<file path="src/rtl/lc3_boot_loader.sv">
// lc3_boot_loader: holds the LC3 core in reset while a word stream
// (origin, length, payload) is written into program memory, then releases
// the core and hands the memory port to the core's MAR/MDR/memwe signals.
module lc3_boot_loader #(
   parameter int ADDR_W     = 8,
   parameter bit AUTO_START = 1'b0
) (
   input  logic              clk,
   input  logic              reset,
   input  logic              start,
   input  logic              s_valid,
   input  logic [15:0]       s_data,
   output logic              s_ready,
   input  logic [15:0]       core_mar,
   input  logic [15:0]       core_mdr,
   input  logic              core_memwe,
   output logic [ADDR_W-1:0] mem_addr,
   output logic [15:0]       mem_wdata,
   output logic              mem_we,
   output logic              core_reset,
   output logic              busy,
   output logic              err,
   output logic [15:0]       words_left
);

   localparam logic [2:0] ST_IDLE    = 3'd0;
   localparam logic [2:0] ST_HDR_ORG = 3'd1;
   localparam logic [2:0] ST_HDR_LEN = 3'd2;
   localparam logic [2:0] ST_LOAD    = 3'd3;
   localparam logic [2:0] ST_REL     = 3'd4;
   localparam logic [2:0] ST_RUN     = 3'd5;
   localparam logic [2:0] ST_ERR     = 3'd6;

   // One past the last memory address; a load may end exactly here.
   localparam logic [16:0] DEPTH = 17'd1 << ADDR_W;

   logic [2:0]        state_q, state_d;
   logic [15:0]       origin_q, origin_d;
   logic [ADDR_W-1:0] addr_cnt_q, addr_cnt_d;
   logic [15:0]       words_left_q, words_left_d;
   logic              core_reset_q, core_reset_d;
   logic              err_q, err_d;

   logic              hs_s;
   logic [16:0]       end_s;
   logic              org_high_s;

   // Next-state, header checking and load counters.
   always_comb begin
      state_d      = state_q;
      origin_d     = origin_q;
      addr_cnt_d   = addr_cnt_q;
      words_left_d = words_left_q;
      s_ready      = (state_q == ST_HDR_ORG) || (state_q == ST_HDR_LEN) || (state_q == ST_LOAD);
      hs_s         = s_valid && s_ready;
      end_s        = {1'b0, origin_q} + {1'b0, s_data};
      // Shift rather than slice so ADDR_W=16 still elaborates.
      org_high_s   = (origin_q >> ADDR_W) != 16'd0;
      case (state_q)
         ST_IDLE: begin
            if (start || AUTO_START) begin
               state_d = ST_HDR_ORG;
            end else begin
               state_d = ST_IDLE;
            end
         end
         ST_HDR_ORG: begin
            if (hs_s) begin
               origin_d = s_data;
               state_d  = ST_HDR_LEN;
            end else begin
               state_d  = ST_HDR_ORG;
            end
         end
         ST_HDR_LEN: begin
            if (hs_s) begin
               if (org_high_s || (end_s > DEPTH)) begin
                  words_left_d = 16'd0;
                  state_d      = ST_ERR;
               end else if (s_data == 16'd0) begin
                  words_left_d = 16'd0;
                  state_d      = ST_REL;
               end else begin
                  words_left_d = s_data;
                  addr_cnt_d   = origin_q[ADDR_W-1:0];
                  state_d      = ST_LOAD;
               end
            end else begin
               state_d = ST_HDR_LEN;
            end
         end
         ST_LOAD: begin
            if (hs_s) begin
               // The counter wraps to 0 after the top address; harmless.
               addr_cnt_d   = addr_cnt_q + {{(ADDR_W-1){1'b0}}, 1'b1};
               words_left_d = words_left_q - 16'd1;
               if (words_left_q == 16'd1) begin
                  state_d = ST_REL;
               end else begin
                  state_d = ST_LOAD;
               end
            end else begin
               state_d = ST_LOAD;
            end
         end
         ST_REL: begin
            state_d = ST_RUN;
         end
         ST_RUN: begin
            if (start) begin
               state_d = ST_HDR_ORG;
            end else begin
               state_d = ST_RUN;
            end
         end
         ST_ERR: begin
            if (start) begin
               state_d = ST_HDR_ORG;
            end else begin
               state_d = ST_ERR;
            end
         end
         default: begin
            state_d = ST_IDLE;
         end
      endcase
      // Core runs only in RUN; err mirrors the ERR state, both registered.
      core_reset_d = (state_d != ST_RUN);
      err_d        = (state_d == ST_ERR);
   end

   // Memory-port mux: the core owns it only in RUN.
   always_comb begin
      mem_addr  = addr_cnt_q;
      mem_wdata = 16'd0;
      mem_we    = 1'b0;
      case (state_q)
         ST_RUN: begin
            mem_addr  = core_mar[ADDR_W-1:0];
            mem_wdata = core_mdr;
            mem_we    = core_memwe;
         end
         ST_LOAD: begin
            mem_addr  = addr_cnt_q;
            mem_wdata = hs_s ? s_data : 16'd0;
            mem_we    = hs_s;
         end
         default: begin
            mem_addr  = addr_cnt_q;
            mem_wdata = 16'd0;
            mem_we    = 1'b0;
         end
      endcase
   end

   // State and datapath registers with asynchronous active-low reset.
   always_ff @(posedge clk or negedge reset) begin
      if (!reset) begin
         state_q      <= ST_IDLE;
         origin_q     <= 16'd0;
         addr_cnt_q   <= {ADDR_W{1'b0}};
         words_left_q <= 16'd0;
         core_reset_q <= 1'b1;
         err_q        <= 1'b0;
      end else begin
         state_q      <= state_d;
         origin_q     <= origin_d;
         addr_cnt_q   <= addr_cnt_d;
         words_left_q <= words_left_d;
         core_reset_q <= core_reset_d;
         err_q        <= err_d;
      end
   end

   assign busy       = (state_q == ST_HDR_ORG) || (state_q == ST_HDR_LEN) ||
                       (state_q == ST_LOAD) || (state_q == ST_REL);
   assign err        = err_q;
   assign core_reset = core_reset_q;
   assign words_left = words_left_q;

endmodule

</file>
<file path="config.mk">
export PLATFORM = sky130hd
export DESIGN_NAME = lc3_boot_loader
export DESIGN_NICKNAME = d
export VERILOG_FILES = /design/src/rtl/lc3_boot_loader.sv
export SDC_FILE = /design/constraint.sdc
export NUM_CORES = 1
export LEC_CHECK = 0
export CAP_MARGIN = 5
export CORE_MARGIN = 4
export CORE_UTILIZATION = 49
export CTS_CLUSTER_DIAMETER = 60
export DETAILED_ROUTE_END_ITERATION = 8
export GPL_ROUTABILITY_DRIVEN = 0
export GPL_TIMING_DRIVEN = 0
export PLACE_DENSITY = 0.81
export REMOVE_ABC_BUFFERS = 1
export SLEW_MARGIN = 0
export SYNTH_ARGS = -nofsm -noshare
export SYNTH_HDL_FRONTEND = slang
export SYNTH_SLANG_ARGS = --single-unit
</file>
<file path="constraint.sdc">
create_clock -name clk -period 4 [get_ports clk]
set_input_delay 0.4 -clock clk [delete_from_list [all_inputs] [get_ports clk]]
set_output_delay 0.4 -clock clk [all_outputs]
set_load 0.005 [all_outputs]
</file>
* Word level (Yosys, flattened, before mapping)
Index checks and enable logic that the tools add are counted.
** Operators by class
- $add $sub $neg :: 3
- $lt $le $gt $ge :: 1
- Equality and inequality tests :: 13
- Mux-type cells :: 24
- Reduce and logical (&&, ||, !) cells :: 12
** Operator list (number)
- two-way mux 16 bit :: 5
- one-hot mux 16 bit (2 select lines) :: 2
- two-way mux 8 bit :: 5
- two-way mux 3 bit :: 7
- one-hot mux 3 bit (7 select lines) :: 1
- adder 16 x 16 -> 17 bit :: 1
- > comparator 17 x 9 -> 1 bit (second input constant) :: 1
- equality test 16 x 1 -> 1 bit (second input constant) :: 1
- zero test 16 bit :: 1
- one-hot mux 8 bit (2 select lines) :: 1
- nonzero test 16 bit :: 1
- subtractor 16 x 1 -> 16 bit (second input constant) :: 1
- equality test 3 bit (second input constant) :: 4
- adder 8 x 1 -> 8 bit (second input constant) :: 1
- inequality test 2 bit (second input constant) :: 4
- equality test 3 x 2 -> 1 bit (second input constant) :: 2
- AND reduction 5 bit :: 1
- logical OR 1 bit :: 4
- equality test 3 x 1 -> 1 bit (second input constant) :: 1
- zero test 3 bit :: 1
- inequality test 3 bit (second input constant) :: 1
- AND reduction 3 bit :: 1
- two-way mux 2 bit :: 1
- one-hot mux 1 bit (2 select lines) :: 1
- 4 further kinds :: 4
** Storage, ports and cells
- Flip-flop bits (word level) :: 45
- Input port bits :: 53
- Output and inout bits :: 45
- Word-level logic and storage cells :: 59

* Logic depth before layout (Yosys ltp)
Gate-level depths: netlist (run 1).
- Word-level depth :: 7
- Mapped depth :: 12
- Mapped depth without buffers :: 11

* Least setup slack after synthesis (run 1)
OpenSTA, ideal clock, no wires.
- Path kind :: input port to flip-flop
- Start point :: input s_data[0]
- End point :: register addr_cnt_q[1]
- Data arrival time :: 3.273 ns
- Required time :: 3.872 ns
- Setup slack :: 0.599 ns
- Cell stages on the path :: 12
- Buffers on the path :: 1
- Cell sequence :: ha_1 -> fa_1 -> a21oi_1 -> o221a_2 -> o21ai_1 -> o31ai_1 -> xnor2_1 -> or4_1 -> or4_1 -> buf_2 -> nand2_4 -> mux2_1
** Between the ends
- Word-level cells in the longest chain between the ends :: 5
- Elaborated cells on any way between the ends :: 7
** RTL lines
- start, declared :: line 12 : input logic [15:0] s_data,
- adder 16 x 16 -> 17 bit :: line 56 : end_s = {1'b0, origin_q} + {1'b0, s_data};
- > comparator 17 x 9 -> 1 bit :: line 77 : if (org_high_s || (end_s > DEPTH)) begin
- logical OR 1 bit :: line 77
- inequality test 2 bit (no line)
- AND reduction 5 bit (no line) *
- end signal, assigned :: line 161 : addr_cnt_q <= {ADDR_W{1'b0}};
- end signal, assigned :: line 168 : addr_cnt_q <= addr_cnt_d;
- end, declared :: line 39 : logic [ADDR_W-1:0] addr_cnt_q, addr_cnt_d;
Every way passes the cells marked *; elsewhere a longest branch is shown, timed or not.
A chain may end at the register's enable or synchronous reset.

* Worst setup path after layout (run 1)
- Start point :: input s_data[3]
- End point :: register addr_cnt_q[1]
Same word-level chain as after synthesis.

==> impl_metrics.ini, run 1 <==
[logic_synthesis]
yosys.area.top_type = dfrtp_1
netlist_area_um2 = 3546
netlist_instances = 419
synthTopCellsByArea = dfrtp_1, mux2_2, ha_1
synth_common_cells = nand2_1, dfrtp_1, nor2_1, o21ai_0, a21oi_1
async_flop_share_pct = 100.0
synth_most_common_cell = nand2_1
synth_ff_type = dfrtp_1
yosysTopAreaCellShare_pct = 31.05
synth_seq_cells = 45
synth_edf_count = 0
yosys_warnings = 0
synth_cell_types = 59
syn_area_per_cell_um2 = 8.463
ys_seq_area_share_pct = 31.79

[die]
die_h_um = 93.07
io_pins = 98
die_x_um = 93.07
core_area_um2 = 6907
row_count = 30
initial_utilization_pct = 51.34
die_area_um2 = 8661

[sta]
fin_ws_ns = 0.1118
fmax_mhz = 257.2
period_minus_slack_ns = 3.888
setup_violations = 0
finalMaxSlewViolations = 0
worst_pin_slew_ns = 1.080
skew_ns = 0.006938
relSlewSlack_pct = 27.97
tns_ns = 0
finalHoldViolations = 0
holdWs_ns = 0.4455
period_share_pct = 97.21

[placement]
io_buffers = 89
place_inst = 587
dp_slack_ns = -0.7240
place_area_um2 = 4527
hpwl_um = 8122

[clock_network]
htreeDepth = 2
clock_latency_ns = 0.31
cts_max_path_buffers = 2
clkSlewWorstSetupHoldPaths_ns = 0.09
numCtsBuffers = 5
root_buffer = clkbuf_8
cts_sinks = 45
cts_tree = yes

[cells_and_area]
n_antenna_cell = 0
num-nets-final = 575
syn_to_final_growth_pct = 31.79
layout-drive-gt1-share_pct = 10.16
finalNonFillerCells = 598
final_cell_area_um2 = 4673

[global_routing]
first_global_vias = 3574
grt_usage_pct = 25.25
antenna_found_initial = 0
grt_overflow = 0
grt_max_degree = 41
grt_pass1_wl_um = 17590

[pwr]
pwr-share-clk_pct = 10.2
p_leak_uw = 0.001934
vdd_drop_max_mv = 0.3381
swShare_pct = 44.05
p_per_area_nw_per_um2 = 713.9
p_sw_uw = 1470
p_int_uw = 1866
power_frac_comb_pct = 61.8
p_seq_share_pct = 28.0

[run]
max_cap_viol_count = 0

[drt]
remaining_drc_errors = 0
wirelength_um = 10990
antenna_left = 0
drt-pass1-iter-count = 5
vias_per_cell = 6.336
drtIter0Drc = 264
route.vias.total = 3789
wire_per_inst_um = 18.38

[critical_path]
slowest_stage = or4_4
critPathKind = in2reg
worst-path-buf-inv = 1
critical_path.max_stage_delay_ns = 0.66
cp_cell_sequence = clkdlybuf4s50_1 > ha_1 > a21o_1 > a21oi_2 > a21oi_1 > a211o_1 > a2111oi_2 > o211ai_1 > or4_4 > nand2_4 > mux2_1
critPathCaptureType = flop
cp_top_family = compound AO/OA/AOI/OAI gates
cp_max_fo = 8
required_ns = 4.19
crit_arrival_ns = 4.08
r2r_slack_ns = 0.35
worst_setup_path_start_kind = input pin

[status]
status = completed

[worst_hold_path]
hold_path.class = in2async
[layer usage]
layer,global-route usage (%),wire [um],vias up,part of all wire [%]
met4,8.913,250,0,2.3
met5,0,0,-,0
met2,43.13,5387,186,49
met1,31.95,4459,1809,41
met3,4.586,895,22,8.1
li1,-,-,1772,-
[what timing repair did]
action,CTS,global route
setup endpoints to repair,19,7
gates resized for setup,4,0
hold endpoints to repair,5,0
setup buffers,2,1
pin swaps,2,1
hold buffers,1,0
[cell type report]
cell class / count / area [um2]
Multi-Input combinational cell: 341 / 2313
Inverter: 11 / 41.29
Fill cell: 566 / 2233
Tap cell: 96 / 120.1
Sequential cell: 45 / 1127
Clock inverter: 2 / 35.03
Clock buffer: 5 / 68.82
Timing Repair Buffer: 98 / 967.2
[flip-flops by register name (all words and copies together) (netlist names)]
| name | count |
|---|---|
| err | 1 |
| state_q | 3 |
| core_reset | 1 |
| addr_cnt_q | 8 |
| origin_q | 16 |
| words_left | 16 |
[cell usage in the layout, fill, tap and decap left out, types with 3 or more instances in the layout]
cell / netlist / routed
xnor2_1: 6 / 6
a31oi_1: 10 / 10
xor2_1: 3 / 3
and3_1: 7 / 7
nor2_1: 28 / 27
clkbuf_8: 0 / 5
o31ai_1: 4 / 4
o21a_1: 3 / 3
buf_4: 0 / 5
a22o_1: 16 / 16
dfrtp_1: 44 / 44
a21oi_1: 27 / 27
and4_1: 3 / 3
o21ai_0: 28 / 28
nor4_1: 11 / 10
nand2_1: 50 / 50
nand3_1: 13 / 13
nor3_1: 13 / 13
a211oi_1: 5 / 5
inv_1: 9 / 9
a22oi_1: 3 / 3
nand4_1: 6 / 6
nand2b_1: 4 / 4
a32oi_1: 3 / 3
clkdlybuf4s50_1: 0 / 86
a21o_1: 10 / 10
o211ai_1: 4 / 4
mux2_2: 22 / 22
or4_1: 4 / 3
o22ai_1: 4 / 4
a2bb2oi_1: 3 / 3
ha_1: 19 / 19
[worst reg2reg max path: cells and delay by family, from the launching register on]
family	cells	cell delay, ns
flip-flops	1	0.42
adder cells (fa/ha/maj)	2	0.65
AND/OR/NAND/NOR	3	1.19
multiplexers	1	0.33
AO/OA/AOI/OAI	4	0.83
XOR/XNOR	1	0.13
[logic make-up (layout without fill, tap and decap cells)]
group,count (synthesis),after routing,synth area share [%]
adders and majority gates,20,20,7.269
buffers and inverters,33,116,3.564
DFF,45,45,31.79
AOI/OAI and AO/OA,136,136,26.32
muxes,25,25,7.869
xor gates and xnor gates,9,9,2.223
and+or+nand+nor,151,151,20.96
[metrics by stage]
step,total power [uW],utilization (%)
after floorplan,2181,-
after global placement,2851,64.75
after detailed placement,2950,65.54
after CTS,3311,67.55
after global routing,3590,67.66
final,3336,67.66
[final timing paths]
check / start / endpoint / cells past startpoint
hold reg to reg: words_left[10] / words_left[10] / 2
max in group asynchronous: reset / core_reset / 3
setup / recovery: s_data[3] / addr_cnt_q[1] / 11
setup reg to reg: origin_q[0] / addr_cnt_q[1] / 11
hold / removal: reset / origin_q[8] / 2
min in group clk: words_left[10] / words_left[10] / 2
[power by group through the flow]
stage / registers (uW) / logic (uW) / clock network (uW)
after floorplan: 858 / 1320 / 0
after global placement: 921 / 1930 / 0
after detailed placement: 933 / 2020 / 0
after CTS: 924 / 2040 / 344
after global routing: 963 / 2260 / 363
final: 934 / 2060 / 342
(Power assumes the default switching activity.)
==> run 2: changes to the inputs <==
Settings changed: HOLD_SLACK_MARGIN set to 0.1.
==> results of run 2 <==
The final DEF is identical to that of run 1; final timing and power are the same.
==> run 3: changes to the inputs <==
Settings changed: TNS_END_PERCENT set to 30.
==> results of run 3 <==
The final DEF is identical to that of run 1; final timing and power are the same.
